==> src/rtl/ula_operand_stage_if.sv <==
// Operand-stage bus: upstream decode fields, writeback port and the registered ALU operand handshake.
// The master modport is the instruction source and the result consumer; the slave modport is the stage.
interface ula_operand_stage_if;
  logic       in_valid;
  logic       in_ready;
  logic [2:0] ra1;
  logic [2:0] ra2;
  logic [7:0] imm;
  logic       use_imm;
  logic [2:0] op;
  logic       we;
  logic [2:0] wa;
  logic [7:0] wd;
  logic [7:0] SrcA;
  logic [7:0] SrcB;
  logic [2:0] ULAControl;
  logic       out_valid;
  logic       out_ready;
  logic       illegal_op;
  logic [7:0] issue_count;

  modport master (
    output in_valid, ra1, ra2, imm, use_imm, op, we, wa, wd, out_ready,
    input  in_ready, SrcA, SrcB, ULAControl, out_valid, illegal_op, issue_count
  );

  modport slave (
    input  in_valid, ra1, ra2, imm, use_imm, op, we, wa, wd, out_ready,
    output in_ready, SrcA, SrcB, ULAControl, out_valid, illegal_op, issue_count
  );
endinterface

==> src/rtl/ula_operand_stage.sv <==
// Register-file read plus one output register slice: 1-cycle accept-to-out_valid latency.
// A stalled output holds its operands; in_ready drops while out_valid is high and out_ready is low.
module ula_operand_stage (
  input logic               clk,
  input logic               reset,
  ula_operand_stage_if.slave bus
);

  logic [7:0] rf_q [8];
  logic [7:0] rf_d [8];
  logic [7:0] srca_q, srca_d;
  logic [7:0] srcb_q, srcb_d;
  logic [2:0] ctl_q, ctl_d;
  logic       illegal_q, illegal_d;
  logic       valid_q, valid_d;
  logic [7:0] count_q, count_d;

  logic       wr_en;
  logic       accept;
  logic [7:0] opnd_a;
  logic [7:0] opnd_b;
  logic [7:0] rd_b;

  assign wr_en       = bus.we && (bus.wa != 3'd0);
  assign bus.in_ready = !reset && (!valid_q || bus.out_ready);
  assign accept      = bus.in_valid && bus.in_ready;

  // Same-cycle writeback is forwarded so an operand never sees the stale register value.
  always_comb begin
    opnd_a = 8'h00;
    rd_b   = 8'h00;
    if (bus.ra1 != 3'd0) begin
      opnd_a = (wr_en && bus.wa == bus.ra1) ? bus.wd : rf_q[bus.ra1];
    end
    if (bus.ra2 != 3'd0) begin
      rd_b = (wr_en && bus.wa == bus.ra2) ? bus.wd : rf_q[bus.ra2];
    end
    opnd_b = bus.use_imm ? bus.imm : rd_b;
  end

  always_comb begin
    rf_d = rf_q;
    if (wr_en) begin
      rf_d[bus.wa] = bus.wd;
    end
  end

  always_comb begin
    srca_d    = srca_q;
    srcb_d    = srcb_q;
    ctl_d     = ctl_q;
    illegal_d = illegal_q;
    valid_d   = valid_q;
    count_d   = count_q;
    if (accept) begin
      srca_d    = opnd_a;
      srcb_d    = opnd_b;
      ctl_d     = bus.op;
      illegal_d = (bus.op == 3'b111);
      valid_d   = 1'b1;
      count_d   = count_q + 8'd1;
    end else if (valid_q && bus.out_ready) begin
      valid_d = 1'b0;
    end
  end

  always_ff @(posedge clk) begin
    if (reset) begin
      for (int i = 0; i < 8; i++) begin
        rf_q[i] <= 8'h00;
      end
      srca_q    <= 8'h00;
      srcb_q    <= 8'h00;
      ctl_q     <= 3'd0;
      illegal_q <= 1'b0;
      valid_q   <= 1'b0;
      count_q   <= 8'h00;
    end else begin
      rf_q      <= rf_d;
      srca_q    <= srca_d;
      srcb_q    <= srcb_d;
      ctl_q     <= ctl_d;
      illegal_q <= illegal_d;
      valid_q   <= valid_d;
      count_q   <= count_d;
    end
  end

  assign bus.SrcA        = srca_q;
  assign bus.SrcB        = srcb_q;
  assign bus.ULAControl  = ctl_q;
  assign bus.illegal_op  = illegal_q;
  assign bus.out_valid   = valid_q;
  assign bus.issue_count = count_q;

endmodule

==> src/flat_wrapper.sv <==
// flat-port wrapper written by rule: the top's interface ports become plain ports
module ula_operand_stage_flat 
  (clk, reset, bus_in_valid, bus_ra1, bus_ra2, bus_imm, bus_use_imm, bus_op, bus_we, bus_wa, bus_wd, bus_out_ready, bus_in_ready, bus_SrcA, bus_SrcB, bus_ULAControl, bus_out_valid, bus_illegal_op, bus_issue_count);
  ula_operand_stage_if bus_i ();
  input logic clk;
  input logic reset;
  input wire logic [$bits(bus_i.in_valid)-1:0] bus_in_valid;
  input wire logic [$bits(bus_i.ra1)-1:0] bus_ra1;
  input wire logic [$bits(bus_i.ra2)-1:0] bus_ra2;
  input wire logic [$bits(bus_i.imm)-1:0] bus_imm;
  input wire logic [$bits(bus_i.use_imm)-1:0] bus_use_imm;
  input wire logic [$bits(bus_i.op)-1:0] bus_op;
  input wire logic [$bits(bus_i.we)-1:0] bus_we;
  input wire logic [$bits(bus_i.wa)-1:0] bus_wa;
  input wire logic [$bits(bus_i.wd)-1:0] bus_wd;
  input wire logic [$bits(bus_i.out_ready)-1:0] bus_out_ready;
  output wire logic [$bits(bus_i.in_ready)-1:0] bus_in_ready;
  output wire logic [$bits(bus_i.SrcA)-1:0] bus_SrcA;
  output wire logic [$bits(bus_i.SrcB)-1:0] bus_SrcB;
  output wire logic [$bits(bus_i.ULAControl)-1:0] bus_ULAControl;
  output wire logic [$bits(bus_i.out_valid)-1:0] bus_out_valid;
  output wire logic [$bits(bus_i.illegal_op)-1:0] bus_illegal_op;
  output wire logic [$bits(bus_i.issue_count)-1:0] bus_issue_count;
  assign bus_i.in_valid = bus_in_valid;
  assign bus_i.ra1 = bus_ra1;
  assign bus_i.ra2 = bus_ra2;
  assign bus_i.imm = bus_imm;
  assign bus_i.use_imm = bus_use_imm;
  assign bus_i.op = bus_op;
  assign bus_i.we = bus_we;
  assign bus_i.wa = bus_wa;
  assign bus_i.wd = bus_wd;
  assign bus_i.out_ready = bus_out_ready;
  assign bus_in_ready = bus_i.in_ready;
  assign bus_SrcA = bus_i.SrcA;
  assign bus_SrcB = bus_i.SrcB;
  assign bus_ULAControl = bus_i.ULAControl;
  assign bus_out_valid = bus_i.out_valid;
  assign bus_illegal_op = bus_i.illegal_op;
  assign bus_issue_count = bus_i.issue_count;
  ula_operand_stage u_core (.clk(clk), .reset(reset), .bus(bus_i));
endmodule
==> config.mk <==
export PLATFORM = sky130hd
export DESIGN_NAME = ula_operand_stage_flat
export DESIGN_NICKNAME = d
export VERILOG_FILES = /design/src/rtl/ula_operand_stage_if.sv /design/src/rtl/ula_operand_stage.sv /design/src/flat_wrapper.sv
export SDC_FILE = /design/constraint.sdc
export NUM_CORES = 1
export LEC_CHECK = 0
export ABC_CLOCK_PERIOD_IN_PS = 2370
export CAP_MARGIN = 20
export CORE_MARGIN = 2
export CORE_UTILIZATION = 35
export DETAILED_ROUTE_END_ITERATION = 16
export SYNTH_ARGS = -nofsm -noshare
export SYNTH_HDL_FRONTEND = slang
export SYNTH_SLANG_ARGS = --single-unit
==> constraint.sdc <==
create_clock -name clk -period 2.37 [get_ports clk]
set_clock_uncertainty 0.05 [all_clocks]
set_input_delay 0.711 -clock clk [delete_from_list [all_inputs] [get_ports clk]]
set_output_delay 0.711 -clock clk [all_outputs]
set_load 0.01 [all_outputs]
-- Yosys cells after proc, flatten, opt, wreduce, memory -nomap -nowiden
Cells that the tools add are included.
- register bits: 93
- bits of input ports: 34
- output and inout bits: 30
- word-level logic and storage cells: 55
- $add $sub $neg: 1
- order comparisons: 4
- equal/unequal tests: 3
- multiplexer cells: 16
- bitwise gates (word level): 3
- reduce and logical (&&, ||, !) cells: 14
- operator list (operator ; number):
    $mux W8 ; 10
    $bwmux W64 ; 1
    $bmux W8 S3 ; 2
    $demux W8 S3 ; 1
    $ge A4 B4 Y1 const B ; 3
    $not A3 Y4 ; 3
    $reduce_bool A3 Y1 ; 3
    $add A8 B1 Y8 const B ; 1
    $logic_and A1 B1 Y1 ; 7
    $eq A3 B3 Y1 ; 2
    $lt A4 B1 Y1 const B ; 1
    $eq A3 B3 Y1 const B ; 1
    $logic_not A1 Y1 ; 2
    $mux W1 ; 2
    $reduce_bool A2 Y1 ; 1
    $logic_or A1 B1 Y1 ; 1

-- Depth between registers and ports, before layout
Gate-level depths: netlist of the first run.
- depth in word-level cells: 7
- mapped depth: 7
- mapped depth without buffers: 5

-- Least setup slack after synthesis of the first run
No wires, ideal clock.
- kind: input to register
- start: in bus_ra2[1]
- end: reg u_core.srcb_q[1] (netlist: u_core.bus.SrcB[1])
- arrival: 2.042 ns
- slack: 0.153 ns
- stages: 6
- path buffers: 2
- cells stage by stage: buf_2 buf_2 mux4_2 mux2_2 a221oi_1 a21oi_1
- longest elaborated chain between the ends: 7
- elaborated cells between the ends (all ways): 10
- classes of those cells: eq/ne: 1; mux: 6; bitwise: 1; reduce/logical: 2
- ends and longest elaborated chain (element ; line ; text):
    from (decl) ; flat_wrapper.sv:9 ; input wire logic [$bits(bus_i.ra2)-1:0] bus_ra2;
    $not A3 Y4 (implied by the code) ; ula_operand_stage.sv:36 ; rd_b = (wr_en && bus.wa == bus.ra2) ? bus.wd : rf_q[bus.ra2];
    $bmux W8 S3 ; ula_operand_stage.sv:36 ;
    $mux W8 (implied by the code) (2 in a row) ; ula_operand_stage.sv:36 ;
    $mux W8 ; ula_operand_stage.sv:36 ;
    $mux W8 (*) ; ula_operand_stage.sv:35 ; if (bus.ra2 != 3'd0) begin
    $mux W8 (*) ; ula_operand_stage.sv:38 ; opnd_b = bus.use_imm ? bus.imm : rd_b;
    to (signal assigned) ; ula_operand_stage.sv:81 ; srcb_q <= srcb_d;
    to (decl) ; ula_operand_stage.sv:12 ; logic [7:0] srcb_q, srcb_d;
Every way passes the cells marked *; elsewhere a longest branch is shown, timed or not. The select of a mux whose other input is x is not followed.
A chain may end at the register's enable or synchronous reset.

-- Worst setup path after layout of the first run
- start: in bus_wa[1]
- end: reg u_core.srca_q[1] (netlist: u_core.bus.SrcA[1])
- longest elaborated chain between the ends: 5
- elaborated cells between the ends (all ways): 6
- classes of those cells: eq/ne: 1; mux: 2; reduce/logical: 3
- ends and longest elaborated chain (element ; line ; text):
    from (decl) ; flat_wrapper.sv:14 ; input wire logic [$bits(bus_i.wa)-1:0] bus_wa;
    $reduce_bool A3 Y1 ; ula_operand_stage.sv:24 ; assign wr_en = bus.we && (bus.wa != 3'd0);
    $logic_and A1 B1 Y1 ; ula_operand_stage.sv:24 ;
    $logic_and A1 B1 Y1 (*) ; ula_operand_stage.sv:33 ; opnd_a = (wr_en && bus.wa == bus.ra1) ? bus.wd : rf_q[bus.ra1];
    $mux W8 (*) ; ula_operand_stage.sv:33 ;
    $mux W8 (*) ; ula_operand_stage.sv:32 ; if (bus.ra1 != 3'd0) begin
    to (signal assigned) ; ula_operand_stage.sv:80 ; srca_q <= srca_d;
    to (decl) ; ula_operand_stage.sv:11 ; logic [7:0] srca_q, srca_d;
Every way passes the cells marked *; elsewhere a longest branch is shown, timed or not.

==> results of run 1 <==
[metrics by stage]
| step | instance area, µm² | util [%] | TNS, ps |
|---|---|---|---|
| global placement | 5710 | 44.7 | -8340 |
| finish | 6140 | 48.1 | 0 |
| detailed placement | 5710 | 44.7 | -10040 |
| floorplan | 4620 | - | 0 |
| global route | 6140 | 48.1 | -23.0 |
| CTS | 6060 | 47.5 | 0 |
[critical path, cell delays in order]
cell and delay [ps]:
sky130_fd_sc_hd__clkdlybuf4s50_1 530, sky130_fd_sc_hd__or3b_1 370, sky130_fd_sc_hd__a211o_1 280, sky130_fd_sc_hd__a21oi_2 210
sky130_fd_sc_hd__nand2_2 170, sky130_fd_sc_hd__o221ai_1 250
[power by group]
| part | internal (mW) | leakage (nW) | switching (mW) |
|---|---|---|---|
| Combinational | 0.257 | 1.39 | 0.265 |
| Sequential | 1.61 | 0.755 | 0.0373 |
| Clock | 0.735 | 0.127 | 0.605 |
[sequential cells by signal, summed over array words and instances (netlist names)]
signal,count
u_core.bus.SrcA,8
u_core.bus.SrcB,8
u_core.bus.ULAControl,3
u_core.bus.illegal_op,1
u_core.bus.issue_count,8
u_core.bus.out_valid,1
u_core.rf_q,64
[cell families after synthesis]
| family | after synthesis |
|---|---|
| buffers and inverters | 51 |
| AO/OA/AOI/OAI | 108 |
| multiplexers | 48 |
| adder cells (fa/ha/maj) | 1 |
| flip-flops | 93 |
| AND/OR/NAND/NOR | 215 |
| XOR/XNOR | 10 |
[synth_stat cells (8+ instances only)]
master	instances
sky130_fd_sc_hd__a21oi_1	78
sky130_fd_sc_hd__a221oi_1	8
sky130_fd_sc_hd__buf_1	12
sky130_fd_sc_hd__buf_2	10
sky130_fd_sc_hd__clkbuf_1	16
sky130_fd_sc_hd__dfxtp_1	93
sky130_fd_sc_hd__inv_1	11
sky130_fd_sc_hd__mux2_2	8
sky130_fd_sc_hd__mux2i_1	12
sky130_fd_sc_hd__mux4_2	24
sky130_fd_sc_hd__nand2_1	141
sky130_fd_sc_hd__nand3_1	9
sky130_fd_sc_hd__nand4_1	13
sky130_fd_sc_hd__nor2_1	21
sky130_fd_sc_hd__nor2b_1	11
sky130_fd_sc_hd__o221ai_1	8
[layout make-up]
type | count | area [µm²]
clock buffers | 10 | 239
clock inverters | 5 | 36.3
fillers | 1159 | 6630
inverters | 11 | 41.3
multi-input cells | 382 | 2610
flip-flops and latches | 93 | 1860
well taps | 172 | 215
repair buffers | 120 | 1140
[final timing paths]
| path | from | endpoint | slack [ps] | cells after the start |
|---|---|---|---|---|
| worst min-delay path | u_core.bus.illegal_op | u_core.bus.illegal_op | 410 | 2 |
| worst max-delay path | bus_wa[1] | u_core.bus.SrcA[1] | 50 | 6 |
| worst max register to register | u_core.rf_q[24] | u_core.bus.SrcB[0] | 680 | 4 |
| worst min register to register | u_core.bus.illegal_op | u_core.bus.illegal_op | 410 | 2 |
[metal layers]
layer,GRT usage [%],up-vias
met4,6.70,0
li1,-,2053
met3,4.17,39
met2,30.5,185
met1,27.6,2083
met5,0,-
[what timing repair did]
item / 4_1_cts / 5_1_grt
resized for setup: 10 / 10
endpoints found under the setup margin: 17 / 9
pin swaps: 0 / 1
setup buffers: 1 / 2
gates cloned: 1 / 1
==> flow_metrics.env, run 1 <==
export IMPL_synth_seq_area_share_pct=40.3
export IMPL_clkLatencyLatePin_ps=340
export IMPL_yosys_mux_area_fraction_pct=18.5
export IMPL_synth_top_family_by_area="simple AND/OR/NAND/NOR gates"
export IMPL_gr_total_overflow=0
export IMPL_final_max_slew_viol_count=0
export IMPL_placement_io_buffers=63
export IMPL_drt_met1_wl_mm=6.40
export IMPL_dr_pass1_iters=5
export IMPL_post_synth_top_area_fraction_pct=40.3
export IMPL_timing_max_slew_rel_slack_pct=47.0
export IMPL_core_area_mm2=0.0128
export IMPL_htree_levels=3
export IMPL_syn2layout_area_growth_pct=33.0
export IMPL_critical_path_startpoint_type="input port"
export IMPL_detailroute_via_count=4360
export IMPL_vias_per_cell=5.50
export IMPL_synth_avg_cell_area_um2=8.78
export IMPL_post_cts_hold_buffer_count=0
export IMPL_cts_sinks=93
export IMPL_asyncSetResetFlopFracSynth_pct=0
export IMPL_tritoncts="built"
export IMPL_timing_fmax_mhz=431
export IMPL_critical_path_arrival_ps=2520
export IMPL_timing_worst_slew_pin_value_ps=795
export IMPL_tritoncts_num_buffers=9
export IMPL_remaining_drc_errors=0
export IMPL_clkSlewWorstSetupHoldPaths_ps=60
export IMPL_power_density_mw_per_mm2=571
export IMPL_grt_start_max_net_pins=76
export IMPL_dp_hpwl_mm=10.4
export IMPL_drt_first_iter_violations=409
export IMPL_drt_total_wl_mm=14.2
export IMPL_max_cap_violations=0
export IMPL_met3_wirelength_um=922
export IMPL_postSynthNetCount=561
export IMPL_grt_pass1_wl_mm=22.0
export IMPL_critical_path_endpoint_type="flip-flop"
export IMPL_post_synth_instance_area_mm2=0.00462
export IMPL_clockBufferDepth=2
export IMPL_maxUsedRoutingLayer="met4"
export IMPL_met2WireLength_mm=6.51
export IMPL_finalHoldViolations=0
export IMPL_global_route_usage_total_pct=19.8
export IMPL_post_place_ws_ps=-463
export IMPL_finalSetupViolations=0
export IMPL_synth_simple_gate_area_share_pct=20.8
export IMPL_outcome="complete, no violations"
export IMPL_num_rows=41
export IMPL_critical_path_class="input port to flip-flop"
export IMPL_most_common_layout_cells="140 x sky130_fd_sc_hd__nand2_1, 93 x sky130_fd_sc_hd__dfxtp_1, 77 x sky130_fd_sc_hd__a21oi_1"
export IMPL_power_ir_vdd_worst_mv=0.352
export IMPL_postSynthRegisterBits=93
export IMPL_yosys_most_used_dff="sky130_fd_sc_hd__dfxtp_1"
export IMPL_holdWs_ps=407
export IMPL_place_congestion=0.852
export IMPL_period_needed_ps=2320
export IMPL_first_global_vias=4072
export IMPL_post_route_cells_drive_above_1_share_pct=19.2
export IMPL_yosys_warnings=0
export IMPL_totalPowerFinal_mw=3.51
export IMPL_final_net_count=652
export IMPL_final_cells=793
export IMPL_grt_antenna_before_repair=0
export IMPL_worstPathMaxFanout=8
export IMPL_yosys_top_cells_area="sky130_fd_sc_hd__dfxtp_1 40%, sky130_fd_sc_hd__mux4_2 12%, sky130_fd_sc_hd__nand2_1 11%"
export IMPL_final_common_cell="sky130_fd_sc_hd__nand2_1"
export IMPL_die_outline_height_um=119
export IMPL_postLayoutSetupSlackWorst_ps=47.8
export IMPL_ant_nets=0
export IMPL_netlist_top_cell_by_area="sky130_fd_sc_hd__dfxtp_1"
export IMPL_routedWlPerCell_um=17.9
export IMPL_dieArea_mm2=0.0141
export IMPL_ys_types=41
export IMPL_worstPathRequired_ps=2560
export IMPL_ios=64
export IMPL_synth_compound_gate_area_share_pct=13.5
export IMPL_clock_root_buffer="sky130_fd_sc_hd__clkbuf_16"
export IMPL_number_of_synthesized_flops_with_an_enable_pin=0
export IMPL_holdCritPathClass="flip-flop to flip-flop"
export IMPL_finalCritPeriodShare_pct=98.0
export IMPL_dp_cells=773
export IMPL_num_antenna_cells=0
export IMPL_yosys_area_share_xor_xnor_pct=1.90
export IMPL_static_leakage_power_nw=2.27
export IMPL_die_width_um=119
export IMPL_initial_core_util_pct=36.2
export IMPL_synth_adder_area_share_pct=0.271
export IMPL_postSynthCellCount=526
Note: power is estimated with default switching activity, not from simulation.
==> inputs of run 2 (changes only) <==
Settings changed: CELL_PAD_IN_SITES_DETAIL_PLACEMENT set to 1, CELL_PAD_IN_SITES_GLOBAL_PLACEMENT set to 1, CORE_ASPECT_RATIO set to 0.6, PLACE_DENSITY_LB_ADDON set to 0.1.
==> flow_metrics.env, run 2 (same netlist as run 1, synthesis figures left out) <==
export IMPL_clkLatencyLatePin_ps=350
export IMPL_worstPathMaxFanout=8
export IMPL_utilization_of_the_core_after_routing_pct=49.5
export IMPL_post_route_cells_drive_above_1_share_pct=20.4
export IMPL_clkSlewWorstSetupHoldPaths_ps=70
export IMPL_sequential_cell_area_mm2=0.00186
export IMPL_initial_core_util_pct=35.9
export IMPL_final_net_count=662
export IMPL_cpPeakStageDelay_ps=470
export IMPL_drt_first_iter_violations=342
export IMPL_grt_start_max_net_pins=63
export IMPL_syn2layout_area_growth_pct=37.8
export IMPL_finalCritPeriodShare_pct=98.0
export IMPL_postLayoutSetupSlackWorst_ps=46.4
export IMPL_ant_nets=0
export IMPL_cp_top_family="buffers and inverters"
export IMPL_timing_max_slew_rel_slack_pct=53.6
export IMPL_period_needed_ps=2320
export IMPL_clockBufferDepth=2
export IMPL_clkPwrFrac_pct=40.1
export IMPL_max_cap_violations=0
export IMPL_critical_path_class="input port to flip-flop"
export IMPL_critPathSlowestCell="sky130_fd_sc_hd__clkdlybuf4s50_1"
export IMPL_grt_pass1_wl_mm=27.8
export IMPL_dieArea_mm2=0.0142
export IMPL_critical_path_startpoint_type="input port"
export IMPL_grt_antenna_before_repair=0
export IMPL_most_common_layout_cells="141 x sky130_fd_sc_hd__nand2_1, 93 x sky130_fd_sc_hd__dfxtp_1, 77 x sky130_fd_sc_hd__a21oi_1"
export IMPL_largest_register_ff_count=64
export IMPL_totalPowerFinal_mw=3.72
export IMPL_num_antenna_cells=0
export IMPL_critical_path_endpoint_type="flip-flop"
export IMPL_tritoncts="built"
export IMPL_power_density_mw_per_mm2=585
export IMPL_cts_sinks=93
export IMPL_drt_total_wl_mm=18.1
export IMPL_unrepaired_setup_endpoints_after_global_routing="no"
export IMPL_tritoncts_num_buffers=9
export IMPL_dp_hpwl_mm=12.8
export IMPL_ios=64
export IMPL_footprint_of_the_multi_input_gates_mm2=0.00263
export IMPL_routedWlPerCell_um=22.6
export IMPL_outcome="complete, no violations"
export IMPL_die_width_um=152
export IMPL_placement_io_buffers=63
export IMPL_static_leakage_power_nw=2.38
export IMPL_power_net_switching_mw=0.961
export IMPL_finalHoldViolations=0
export IMPL_finalSetupViolations=0
export IMPL_dr_pass1_iters=4
export IMPL_htree_levels=3
export IMPL_seqPwrFrac_pct=44.2
export IMPL_final_common_cell="sky130_fd_sc_hd__nand2_1"
export IMPL_vias_per_cell=5.58
export IMPL_first_global_vias=4583
export IMPL_remaining_drc_errors=0
export IMPL_fill_cells=1467
export IMPL_timing_worst_slew_pin_value_ps=696
export IMPL_core_area_mm2=0.0129
export IMPL_holdWs_ps=420
export IMPL_internal_power_mw=2.76
export IMPL_holdCritPathClass="flip-flop to flip-flop"
export IMPL_power_ir_vdd_worst_mv=0.320
export IMPL_place_congestion=0.862
export IMPL_regMostFlops="u_core.rf_q"
export IMPL_power_share_switching_pct=25.8
export IMPL_timing_critical_path_cells="clkdlybuf4s50_1, or3b_1, a211o_1, a21oi_2, or3_1, buf_12, o221ai_1"
export IMPL_gr_total_overflow=0
export IMPL_die_outline_height_um=93.0
export IMPL_final_max_slew_viol_count=0
export IMPL_pwr_share_comb_pct=15.8
export IMPL_clock_root_buffer="sky130_fd_sc_hd__clkbuf_16"
export IMPL_num_rows=32
export IMPL_post_place_ws_ps=-512
export IMPL_detailroute_via_count=4468
export IMPL_worstPathRequired_ps=2540
export IMPL_global_route_usage_total_pct=26.0
export IMPL_post_cts_hold_buffer_count=0
export IMPL_critical_path_arrival_ps=2490
export IMPL_timing_fmax_mhz=430
export IMPL_buf_inv_on_cp=2
run 2: cell count changes in the layout (fill, tap and decap cells not counted), sizes merged:
cell,before,now
inv,12,11
clkinvlp,3,2
clkdlybuf4s15,0,1
clkinv,1,0
bufinv,0,1
clkbuf,12,13
buf,56,66
bufbuf,1,2
dlygate4sd2,2,1
run 2: stage by stage:
stage	cell area [µm²]	TNS (ps)	instances
floorplan	4620	0	526
global placement	5880	-7160	783
detailed placement	5880	-7980	783
CTS	6270	0	801
global route	6370	0	801
finish	6370	0	801
run 2: tightest hold or removal path, delay by kind of cell, from the launching register on:
family / cells / cell delay (ps)
simple gates: 1 / 50
flops: 1 / 330
compound gates: 1 / 60
run 2: final cells by class:
cell class              instances  area share (%)
clock inverters                 3           0.708
inverters                      11           0.649
flip-flops and latches         93            29.2
multi-input cells             382            41.3
clock buffers                  12            4.03
repair buffers                130            20.7
well taps                     170            3.34
run 2: layer usage:
metal  share of wire [%]  track usage [%]  vias to the layer above
met5                   0                0                        -
met4                 1.2             5.69                        0
met3                 8.2             7.14                       17
met2                  45             39.9                      133
met1                  46             36.8                     2262
li1                    -                -                     2056
run 2: timing repair:
| item | in CTS | in global routing |
|---|---|---|
| pin swaps | 0 | 2 |
| cloned | 2 | 0 |
| setup buffers | 1 | 1 |
| resized for setup | 8 | 18 |
| setup endpoints to repair | 12 | 10 |
run 2: power by group through the flow:
stage	Combinational (mW)	Clock, mW	Sequential (mW)
2_1_floorplan	0.243	0	1.68
3_3_place_gp	0.526	0	1.68
3_5_place_dp	0.542	0	1.68
4_1_cts	0.564	1.51	1.64
5_1_grt	0.628	1.58	1.65
6_report	0.587	1.49	1.64
run 2: worst paths after layout:
check	slack [ps]	endpoint	cells after the start	from
setup / recovery	50	u_core.bus.SrcA[4]	7	bus_wa[1]
hold / removal	420	u_core.bus.SrcA[0]	2	u_core.bus.SrcA[0]
setup reg to reg	700	u_core.bus.SrcB[2]	4	u_core.rf_q[50]
hold reg to reg	420	u_core.bus.SrcA[0]	2	u_core.bus.SrcA[0]
==> inputs of run 3 (changes only) <==
Settings changed: ABC_AREA set to 1, CTS_CLUSTER_SIZE set to 24.
==> flow_metrics.env, run 3 <==
export IMPL_finalSetupViolations=0
export IMPL_yosys_most_used_dff="sky130_fd_sc_hd__dfxtp_1"
export IMPL_max_cap_violations=0
export IMPL_power_ir_vdd_worst_mv=0.347
export IMPL_ant_nets=0
export IMPL_drt_total_wl_mm=18.8
export IMPL_synth_seq_area_share_pct=38.4
export IMPL_num_antenna_cells=0
export IMPL_static_leakage_power_nw=2.49
export IMPL_tritoncts="built"
export IMPL_post_synth_top_area_fraction_pct=38.4
export IMPL_timing_max_slew_rel_slack_pct=74.1
export IMPL_worstPathMaxFanout=22
export IMPL_core_area_mm2=0.0136
export IMPL_grt_start_max_net_pins=58
export IMPL_yosys_top_cells_area="sky130_fd_sc_hd__dfxtp_1 38%, sky130_fd_sc_hd__nand3_1 15%, sky130_fd_sc_hd__nand2_1 14%"
export IMPL_timing_worst_slew_pin_value_ps=386
export IMPL_first_global_vias=5348
export IMPL_seqPwrFrac_pct=44.1
export IMPL_drt_first_iter_violations=355
export IMPL_critical_path_arrival_ps=2350
export IMPL_worstPathRequired_ps=2570
export IMPL_clockBufferDepth=2
export IMPL_yosys_warnings=0
export IMPL_placed_area_mm2=0.00603
export IMPL_timing_fmax_mhz=464
export IMPL_synth_most_common_cell="sky130_fd_sc_hd__nand2_1"
export IMPL_pwr_share_comb_pct=18.4
export IMPL_period_needed_ps=2150
export IMPL_internal_power_mw=2.65
export IMPL_final_cells=971
export IMPL_ys_types=30
export IMPL_dp_cells=954
export IMPL_critical_path_endpoint_type="flip-flop"
export IMPL_most_common_layout_cells="185 x sky130_fd_sc_hd__nand2_1, 142 x sky130_fd_sc_hd__nand3_1, 93 x sky130_fd_sc_hd__dfxtp_1"
export IMPL_ys_top_cells_by_count="185 x sky130_fd_sc_hd__nand2_1, 142 x sky130_fd_sc_hd__nand3_1, 93 x sky130_fd_sc_hd__dfxtp_1"
export IMPL_routedWlPerCell_um=19.3
export IMPL_holdCritPathClass="flip-flop to flip-flop"
export IMPL_r2r_slack_ps=840
export IMPL_place_congestion=0.863
export IMPL_unrepaired_setup_endpoints_after_global_routing="no"
export IMPL_post_place_ws_ps=-359
export IMPL_tritoncts_num_buffers=9
export IMPL_initial_core_util_pct=35.7
export IMPL_final_max_slew_viol_count=0
export IMPL_placement_io_buffers=63
export IMPL_num_rows=33
export IMPL_critical_path_class="input port to flip-flop"
export IMPL_power_density_mw_per_mm2=599
export IMPL_postSynthRegisterBits=93
export IMPL_grt_antenna_before_repair=0
export IMPL_grt_pass1_wl_mm=29.3
export IMPL_post_synth_instance_area_mm2=0.00485
export IMPL_postLayoutSetupSlackWorst_ps=216
export IMPL_final_cell_area_mm2=0.00632
export IMPL_dieArea_mm2=0.0148
export IMPL_netlist_top_cell_by_area="sky130_fd_sc_hd__dfxtp_1"
export IMPL_gr_total_overflow=0
export IMPL_synth_avg_cell_area_um2=6.85
export IMPL_clock_root_buffer="sky130_fd_sc_hd__clkbuf_16"
export IMPL_finalCritPeriodShare_pct=90.9
export IMPL_power_net_switching_mw=1.14
export IMPL_final_net_count=826
export IMPL_dp_hpwl_mm=13.8
export IMPL_global_route_usage_total_pct=25.8
export IMPL_finalHoldViolations=0
export IMPL_regMostFlops="u_core.rf_q"
export IMPL_die_outline_height_um=95.2
export IMPL_htree_levels=3
export IMPL_ios=64
export IMPL_detailroute_via_count=5343
export IMPL_clkSlewWorstSetupHoldPaths_ps=80
export IMPL_outcome="complete, no violations"
export IMPL_critical_path_startpoint_type="input port"
export IMPL_syn2layout_area_growth_pct=30.3
export IMPL_cts_sinks=93
export IMPL_power_share_switching_pct=30.1
export IMPL_clkLatencyLatePin_ps=350
export IMPL_post_route_cells_drive_above_1_share_pct=13.4
export IMPL_die_width_um=156
export IMPL_asyncSetResetFlopFracSynth_pct=0
export IMPL_final_common_cell="sky130_fd_sc_hd__nand2_1"
export IMPL_dr_pass1_iters=5
export IMPL_largest_register_ff_count=64
export IMPL_vias_per_cell=5.50
export IMPL_fill_cells=1726
export IMPL_post_cts_hold_buffer_count=0
export IMPL_clkPwrFrac_pct=37.6
export IMPL_postSynthCellCount=708
export IMPL_postSynthNetCount=743
export IMPL_remaining_drc_errors=0
export IMPL_number_of_synthesized_flops_with_an_enable_pin=0
run 3: cell types whose count changed after synthesis, moves of 9 or more:
| cell | previous run | this run |
|---|---|---|
| sky130_fd_sc_hd__nand3_1 | 9 | 142 |
| sky130_fd_sc_hd__o21ai_0 | 2 | 60 |
| sky130_fd_sc_hd__nand2_1 | 141 | 185 |
| sky130_fd_sc_hd__mux4_2 | 24 | 0 |
| sky130_fd_sc_hd__inv_1 | 11 | 28 |
| sky130_fd_sc_hd__mux2i_1 | 12 | 0 |
| sky130_fd_sc_hd__nor2b_1 | 11 | 0 |
| sky130_fd_sc_hd__inv_2 | 0 | 10 |
| sky130_fd_sc_hd__a21oi_2 | 0 | 9 |
run 3: power groups by stage:
stage          Clock [mW]  Combinational [mW]  Sequential (mW)
2_1_floorplan           0               0.342             1.70
3_3_place_gp            0               0.667             1.70
3_5_place_dp            0               0.687             1.70
4_1_cts              1.44               0.690             1.67
5_1_grt              1.50               0.752             1.67
6_report             1.42               0.695             1.67
run 3: area by class of cell:
cell class,instances,area [µm²],share of cell area (%)
clock inverter,6,51.3,0.812
sequential,93,1860,29.5
clock buffer,10,229,3.62
tap,175,219,3.47
timing repair buffer,115,1190,18.9
inverter,47,179,2.83
multi-input combinational,525,2580,40.9
run 3: cells by family (layout without fill, tap and decap cells):
family,after synthesis,count (layout),share of synthesized area (%)
compound gates,152,152,17.3
xor+xnor,2,2,0.516
fa+ha+maj,1,1,0.258
buf+inv,90,178,8.36
flops,93,93,38.4
simple gates,370,370,35.2
run 3: path summary, 6_finish.rpt:
| path | from | cells past startpoint | to |
|---|---|---|---|
| worst max-delay path | reset | 8 | u_core.bus.issue_count[7] |
| worst max register to register | u_core.bus.out_valid | 8 | u_core.bus.issue_count[7] |
| worst min register to register | u_core.rf_q[60] | 2 | u_core.rf_q[60] |
| worst min-delay path | u_core.rf_q[60] | 2 | u_core.rf_q[60] |
run 3: timing repair:
item / in CTS / in global routing
setup buffers: 0 / 1
pin swaps: 0 / 1
setup endpoints to repair: 1 / 1
resized for setup: 4 / 2
run 3: per-stage QoR:
stage | power, mW | hold slack (ps) | util [%] | setup TNS (ps)
5_1_grt | 3.93 | 415 | 46.5 | 0
3_3_place_gp | 2.37 | 382 | 44.4 | -841
2_1_floorplan | 2.05 | 366 | - | 0
4_1_cts | 3.79 | 398 | 46.4 | 0
3_5_place_dp | 2.39 | 386 | 44.4 | -1750
6_report | 3.78 | 392 | 46.5 | 0
run 3: worst max-delay path, cell delays in order:
cell and delay (ps):
sky130_fd_sc_hd__clkdlybuf4s50_1 440, sky130_fd_sc_hd__buf_4 230, sky130_fd_sc_hd__inv_2 140, sky130_fd_sc_hd__nand3_4 180, sky130_fd_sc_hd__nor2_1 280, sky130_fd_sc_hd__nand4_1 160
sky130_fd_sc_hd__o21ai_1 150, sky130_fd_sc_hd__a21oi_1 50
run 3: per-layer routing:
metal  track usage, %  wire [µm]  vias up
met5                0          0        -
li1                 -          -     2547
met2             40.9       8290      153
met3             5.00       1140       20
met4             5.43        176        0
met1             36.8       9160     2623
